<file path="src/rtl/clint_smp_if.sv">
// MMIO request/response bundle between the memory controller and the CLINT.
interface clint_smp_if;
  logic        w_req_valid;
  logic        w_req_we;
  logic [15:0] w_req_addr;
  logic [31:0] w_req_wdata;
  logic        r_resp_valid;
  logic [31:0] r_resp_rdata;

  modport master (
    output w_req_valid, w_req_we, w_req_addr, w_req_wdata,
    input  r_resp_valid, r_resp_rdata
  );

  modport slave (
    input  w_req_valid, w_req_we, w_req_addr, w_req_wdata,
    output r_resp_valid, r_resp_rdata
  );
endinterface

</file>
<file path="src/rtl/clint_smp.sv">
// Core-local interruptor: free-running mtime, per-hart mtimecmp/msip, registered
// timer-interrupt compare and a single-cycle MMIO register file.
module clint_smp #(
  parameter int N_HARTS  = 2,
  parameter int TICK_DIV = 1
) (
  input  logic               CLK,
  input  logic               RST,
  clint_smp_if.slave         mmio,
  output logic [63:0]        w_mtime,
  output logic [N_HARTS-1:0] w_mtip,
  output logic [N_HARTS-1:0] w_msip
);

  // Prescaler runs as a down-counter: a tick happens when it hits zero, which
  // is TICK_DIV edges after reset or after any mtime write.
  localparam logic [15:0] PRESC_LOAD = 16'(TICK_DIV - 1);

  localparam logic [13:0] WORD_MTIME_LO = 14'h2FFE;
  localparam logic [13:0] WORD_MTIME_HI = 14'h2FFF;

  logic [15:0]        presc;
  logic [63:0]        mtimecmp [N_HARTS];
  logic [13:0]        word;
  logic               wr_en;
  logic               rd_en;
  logic [31:0]        rd_data;
  logic [N_HARTS-1:0] msip_we;
  logic [N_HARTS-1:0] cmp_lo_we;
  logic [N_HARTS-1:0] cmp_hi_we;
  logic               time_lo_we;
  logic               time_hi_we;
  logic               unused_addr_bits;

  assign word             = mmio.w_req_addr[15:2];
  assign wr_en            = mmio.w_req_valid & mmio.w_req_we;
  assign rd_en            = mmio.w_req_valid & ~mmio.w_req_we;
  assign unused_addr_bits = ^mmio.w_req_addr[1:0];

  always_comb begin
    rd_data    = '0;
    msip_we    = '0;
    cmp_lo_we  = '0;
    cmp_hi_we  = '0;
    time_lo_we = 1'b0;
    time_hi_we = 1'b0;
    for (int h = 0; h < N_HARTS; h++) begin
      if (word == 14'(h)) begin
        rd_data    = {31'b0, w_msip[h]};
        msip_we[h] = wr_en;
      end
      if (word == 14'(16'h1000 + 2 * h)) begin
        rd_data      = mtimecmp[h][31:0];
        cmp_lo_we[h] = wr_en;
      end
      if (word == 14'(16'h1001 + 2 * h)) begin
        rd_data      = mtimecmp[h][63:32];
        cmp_hi_we[h] = wr_en;
      end
    end
    if (word == WORD_MTIME_LO) begin
      rd_data    = w_mtime[31:0];
      time_lo_we = wr_en;
    end
    if (word == WORD_MTIME_HI) begin
      rd_data    = w_mtime[63:32];
      time_hi_we = wr_en;
    end
  end

  always_ff @(posedge CLK) begin
    if (RST) begin
      presc             <= PRESC_LOAD;
      w_mtime           <= '0;
      w_mtip            <= '0;
      w_msip            <= '0;
      mmio.r_resp_valid <= 1'b0;
      mmio.r_resp_rdata <= '0;
      for (int h = 0; h < N_HARTS; h++) begin
        mtimecmp[h] <= '1;
      end
    end else begin
      // Compare uses pre-edge mtime/mtimecmp, so any change shows one cycle later.
      for (int h = 0; h < N_HARTS; h++) begin
        w_mtip[h] <= (w_mtime >= mtimecmp[h]);
        if (msip_we[h])   w_msip[h]          <= mmio.w_req_wdata[0];
        if (cmp_lo_we[h]) mtimecmp[h][31:0]  <= mmio.w_req_wdata;
        if (cmp_hi_we[h]) mtimecmp[h][63:32] <= mmio.w_req_wdata;
      end

      // A software write to mtime wins over the tick and restarts the prescaler.
      if (time_lo_we || time_hi_we) begin
        presc <= PRESC_LOAD;
        w_mtime <= {time_hi_we ? mmio.w_req_wdata : w_mtime[63:32],
                    time_lo_we ? mmio.w_req_wdata : w_mtime[31:0]};
      end else if (presc == 16'd0) begin
        presc   <= PRESC_LOAD;
        w_mtime <= w_mtime + 64'd1;
      end else begin
        presc <= presc - 16'd1;
      end

      mmio.r_resp_valid <= rd_en;
      if (rd_en) begin
        mmio.r_resp_rdata <= rd_data;
      end
    end
  end

endmodule

</file>
<file path="src/flat_wrapper.sv">
// flat-port wrapper written by rule: the top's interface ports become plain ports
module clint_smp_flat 
#(
  parameter int N_HARTS  = 2,
  parameter int TICK_DIV = 1
)
  (CLK, RST, w_mtime, w_mtip, w_msip, mmio_w_req_valid, mmio_w_req_we, mmio_w_req_addr, mmio_w_req_wdata, mmio_r_resp_valid, mmio_r_resp_rdata);
  clint_smp_if mmio_i ();
  input  logic CLK;
  input  logic RST;
  output logic [63:0] w_mtime;
  output logic [N_HARTS-1:0] w_mtip;
  output logic [N_HARTS-1:0] w_msip;
  input wire logic [$bits(mmio_i.w_req_valid)-1:0] mmio_w_req_valid;
  input wire logic [$bits(mmio_i.w_req_we)-1:0] mmio_w_req_we;
  input wire logic [$bits(mmio_i.w_req_addr)-1:0] mmio_w_req_addr;
  input wire logic [$bits(mmio_i.w_req_wdata)-1:0] mmio_w_req_wdata;
  output wire logic [$bits(mmio_i.r_resp_valid)-1:0] mmio_r_resp_valid;
  output wire logic [$bits(mmio_i.r_resp_rdata)-1:0] mmio_r_resp_rdata;
  assign mmio_i.w_req_valid = mmio_w_req_valid;
  assign mmio_i.w_req_we = mmio_w_req_we;
  assign mmio_i.w_req_addr = mmio_w_req_addr;
  assign mmio_i.w_req_wdata = mmio_w_req_wdata;
  assign mmio_r_resp_valid = mmio_i.r_resp_valid;
  assign mmio_r_resp_rdata = mmio_i.r_resp_rdata;
  clint_smp #(.N_HARTS(N_HARTS), .TICK_DIV(TICK_DIV)) u_core (.CLK(CLK), .RST(RST), .mmio(mmio_i), .w_mtime(w_mtime), .w_mtip(w_mtip), .w_msip(w_msip));
endmodule
</file>
<file path="config.mk">
export PLATFORM = sky130hd
export DESIGN_NAME = clint_smp_flat
export DESIGN_NICKNAME = d
export VERILOG_FILES = /design/src/rtl/clint_smp_if.sv /design/src/rtl/clint_smp.sv /design/src/flat_wrapper.sv
export SDC_FILE = /design/constraint.sdc
export NUM_CORES = 1
export LEC_CHECK = 0
export CAP_MARGIN = 10
export CORE_UTILIZATION = 58
export CTS_CLUSTER_DIAMETER = 60
export CTS_CLUSTER_SIZE = 8
export DETAILED_ROUTE_END_ITERATION = 10
export PLACE_DENSITY = 0.81
export SYNTH_ARGS = -nofsm -noshare
export SYNTH_HDL_FRONTEND = slang
export SYNTH_SLANG_ARGS = --single-unit
export TNS_END_PERCENT = 50
</file>
<file path="constraint.sdc">
create_clock -name CLK -period 4.5 [get_ports CLK]
set_clock_uncertainty 0.15 [all_clocks]
set_input_delay 0.675 -clock CLK [delete_from_list [all_inputs] [get_ports CLK]]
set_output_delay 0.675 -clock CLK [all_outputs]
set_load 0.02 [all_outputs]
</file>
==> results.toml <==
[timing]
setup_violations = 0
fin_crit_ns = 3.87
fin_crit_sh_pct = 86.1
tns_ns = 0
relSlewSlack_pct = 30.9
tightest_slew_ns = 1.03
fmax_ghz = 0.258
rsz0062_at_grt = "false"
finalHoldViolCount = 0
slew_violations = 0
setup_slack_ns = 0.627

[cells_and_area]
n_antenna_cell = 0
n_fill_cell = 1888
area_growth_pct = 18.7
fin_nets = 1859
utilization_pct = 70.2
final_layout_size_suffix_gt1_share_pct = 8.57

[routing]
drc = 3
wl_per_cell_um = 23.3
drt-initial-drc-count = 2487
vias = 13800
wl_um = 47500
drt_pre_antenna_iters = 11
viasPerCell = 6.79
drtAntennaViolNets = 0

[grt]
grt_remaining_overflow = 0
grt_pass1_vias = 13400
grt_max_degree = 65
grtUsageTotal_pct = 36.2
grt_pass1_wl_um = 74100
antenna_found_initial = 0

[logic_synthesis]
synth_top_family_by_area = "compound AO/OA/AOI/OAI gates"
syn_nets = 1730
syn_avg_cell_area_um2 = 9.62
ys_top_cells_by_area = "edfxtp_1, dfxtp_1, ha_1, a222oi_1, inv_1"
synth-xor-area-share_pct = 0.647
yosysTopAreaCell = "edfxtp_1"
yosysTopAreaCellShare_pct = 25.8
synth_edf_count = 128
synthArstFlopShare_pct = 0
yosysSeqAreaShare_pct = 41.5
muxShareOfSynthArea_pct = 2.94
synth_simple_gate_area_share_pct = 16.4
ys_ff_latch = 245
synthesis.area_um2 = 14900
synth_compound_area_share_pct = 21.2
ys.flop_type = "edfxtp_1"
yosysWarnings = 0
synth_fa_ha_area_share_pct = 10.9
synth_cell_types = 87
syn_inst = 1548

[setup_path]
critPathBufInv = 2
ff2ff_setup_slack_ns = 0.63
cp-start-kind = "register"
crit_path_max_fanout = 20
critPathArrivalTime_ns = 4.09
crit_path_end_kind = "register"
worstPathRequired_ns = 4.71
worstPathCellList = "inv_1 > ha_1 > or4b_1 > nor2b_1 > nand3b_1 > o21ai_2 > buf_4 > o21ai_0 > a22oi_1 > nor2_1"
worst_path_largest_cell_delay_ns = 0.77
critical_path_class = "reg -> reg"
path_delay_family = "simple AND/OR/NAND/NOR gates"
cp_slowest_cell = "o21ai_2"

[cts]
clk-insertion-delay-late_ns = 0.51
clk_path_buf_depth = 3
holdBufCountCts = 0
path_clk_slew_ns = 0.05
clock-sinks = 245
post-cts-setup-buffers = 0
h-tree-depth = 2
cts_buffers = 36
cts_tree = "built"
ctsResizeCount = 0
root_buffer = "clkbuf_16"

[pwr]
p_leak_nw = 7.24
ir_drop_mv = 0.207
p_per_area_nw_per_um2 = 300

[run_status]
status = "complete, but fails checks"
violations = "design-rule violations"

[placement]
dp_hpwl_um = 32600
pre_cts_slack_ns = 0.723
gp_congestion = 0.970
portBuffers = 150

[die]
die_x_um = 162
core_area_um2 = 25200
ios = 153
die-area_um2 = 26300
initial_core_util_pct = 59.2
rows = 58
fp.dieH_um = 162

[worst_hold_path]
hold_class = "reg -> reg"

[flow_run]
drv_cap = 0
==> worst paths after layout <==
check,from,to,depth (start not counted)
setup / recovery,u_core.presc[0],u_core.w_mtime[14],10
hold / removal,u_core.presc[0],u_core.presc[0],1
setup reg to reg,u_core.presc[0],u_core.w_mtime[14],10
hold reg to reg,u_core.presc[0],u_core.presc[0],1
==> worst reg2reg max path, cell delays in order (launching register included) <==
cell,delay (ns)
dfxtp_1,0.33
inv_1,0.07
ha_1,0.20
or4b_1,0.51
nor2b_1,0.46
nand3b_1,0.40
o21ai_2,0.78
buf_4,0.38
o21ai_0,0.17
a22oi_1,0.23
nor2_1,0.06
==> cell families (layout without fill, tap and decap cells) <==
kind of cell,after synthesis,after routing
buffers and inverters,224,380
adders and majority gates,130,130
and+or+nand+nor,461,461
xor gates and xnor gates,11,11
DFF,245,245
muxes,42,42
AOI/OAI and AO/OA,435,435
==> state kept, by name, summed over array words and instances (netlist names) <==
signal / flops
u_core.mmio.r_resp_valid: 1
u_core.mmio.r_resp_rdata: 32
u_core.presc: 16
u_core.w_mtime: 64
u_core.w_mtip: 2
u_core.mtimecmp: 128
u_core.w_msip: 2
==> power by group <==
| group | internal (W) | leakage [nW] | switching (W) | total (W) |
|---|---|---|---|---|
| clock | 0.00155 | 0.502 | 0.000996 | 0.00254 |
| sequential | 0.00241 | 2.23 | 0.0000439 | 0.00246 |
| combinational | 0.000116 | 4.50 | 0.000195 | 0.000310 |
==> per-stage QoR <==
stage | cell area, um2 | power (W) | hold WS (ns) | std cells
2_1_floorplan | 14900 | 0.00264 | 0.277 | 1548
3_3_place_gp | 16600 | 0.00279 | 0.290 | 1969
3_5_place_dp | 16600 | 0.00280 | 0.313 | 1969
4_1_cts | 17700 | 0.00531 | 0.325 | 2034
5_1_grt | 17700 | 0.00544 | 0.347 | 2034
6_report | 17700 | 0.00531 | 0.318 | 2034
==> placed cells by master (no fill, tap or decap), types with 6 or more instances in the layout <==
master / count
xnor2_1: 7
buf_4: 29
a222oi_1: 62
and4_1: 6
nor2b_1: 6
dfxtp_1: 117
nand4_1: 33
a21o_1: 20
clkdlybuf4s50_1: 149
a22o_1: 32
and3_1: 19
and2_1: 10
inv_1: 134
edfxtp_1: 128
o31ai_1: 21
o21ai_0: 72
nor3_1: 31
ha_1: 130
a21oi_1: 70
clkbuf_1: 25
nand2_1: 105
nor4_1: 15
nor2_1: 107
nand3_1: 51
a31oi_1: 17
o21a_1: 34
or2_2: 31
a211oi_1: 23
clkbuf_16: 37
a22oi_1: 11
mux2i_1: 37
o211ai_1: 10
==> synthesized netlist by cell type (5+ instances only) <==
master    instances
and3_1           19
and2_1           12
edfxtp_1        128
a32oi_1           5
o211ai_1         10
nor2b_1           6
o21ai_0          73
nand2_1         105
nor4_1           15
clkbuf_1         54
a32o_1            5
nand3_1          51
a22oi_1          11
and4_1            6
o22ai_1           5
buf_2            18
buf_1             6
ha_1            130
or3_1             5
a222oi_1         62
mux2i_1          37
a21o_1           20
dfxtp_1         117
nor2_1          109
a211oi_1         23
a31oi_1          17
xnor2_1           7
or2_2            31
a21oi_1          70
a22o_1           32
o21a_1           34
nand4_1          33
o31ai_1          21
clkbuf_8          8
nor3_1           31
inv_1           135
o41ai_1           5
==> area by class of cell <==
| class | instances | area, um2 | share of cell area, % |
|---|---|---|---|
| tap | 330 | 413 | 2.33 |
| inverter | 135 | 507 | 2.86 |
| timing repair buffer | 180 | 1730 | 9.80 |
| clock inverter | 2 | 17.5 | 0.0990 |
| multi-input combinational | 1079 | 7800 | 44.1 |
| clock buffer | 63 | 1030 | 5.84 |
| sequential | 245 | 6190 | 35.0 |
==> metal layers <==
| metal | vias up | GRT usage [%] | share of wire [%] | wire [um] |
|---|---|---|---|---|
| met5 | - | 0 | 0 | 0 |
| met4 | 0 | 15.1 | 4.0 | 1880 |
| met3 | 154 | 7.35 | 11 | 5230 |
| met2 | 966 | 57.5 | 46 | 21800 |
| met1 | 6516 | 48.0 | 39 | 18600 |
| li1 | 6171 | - | - | - |
Power figures use the tool's default switching activity.
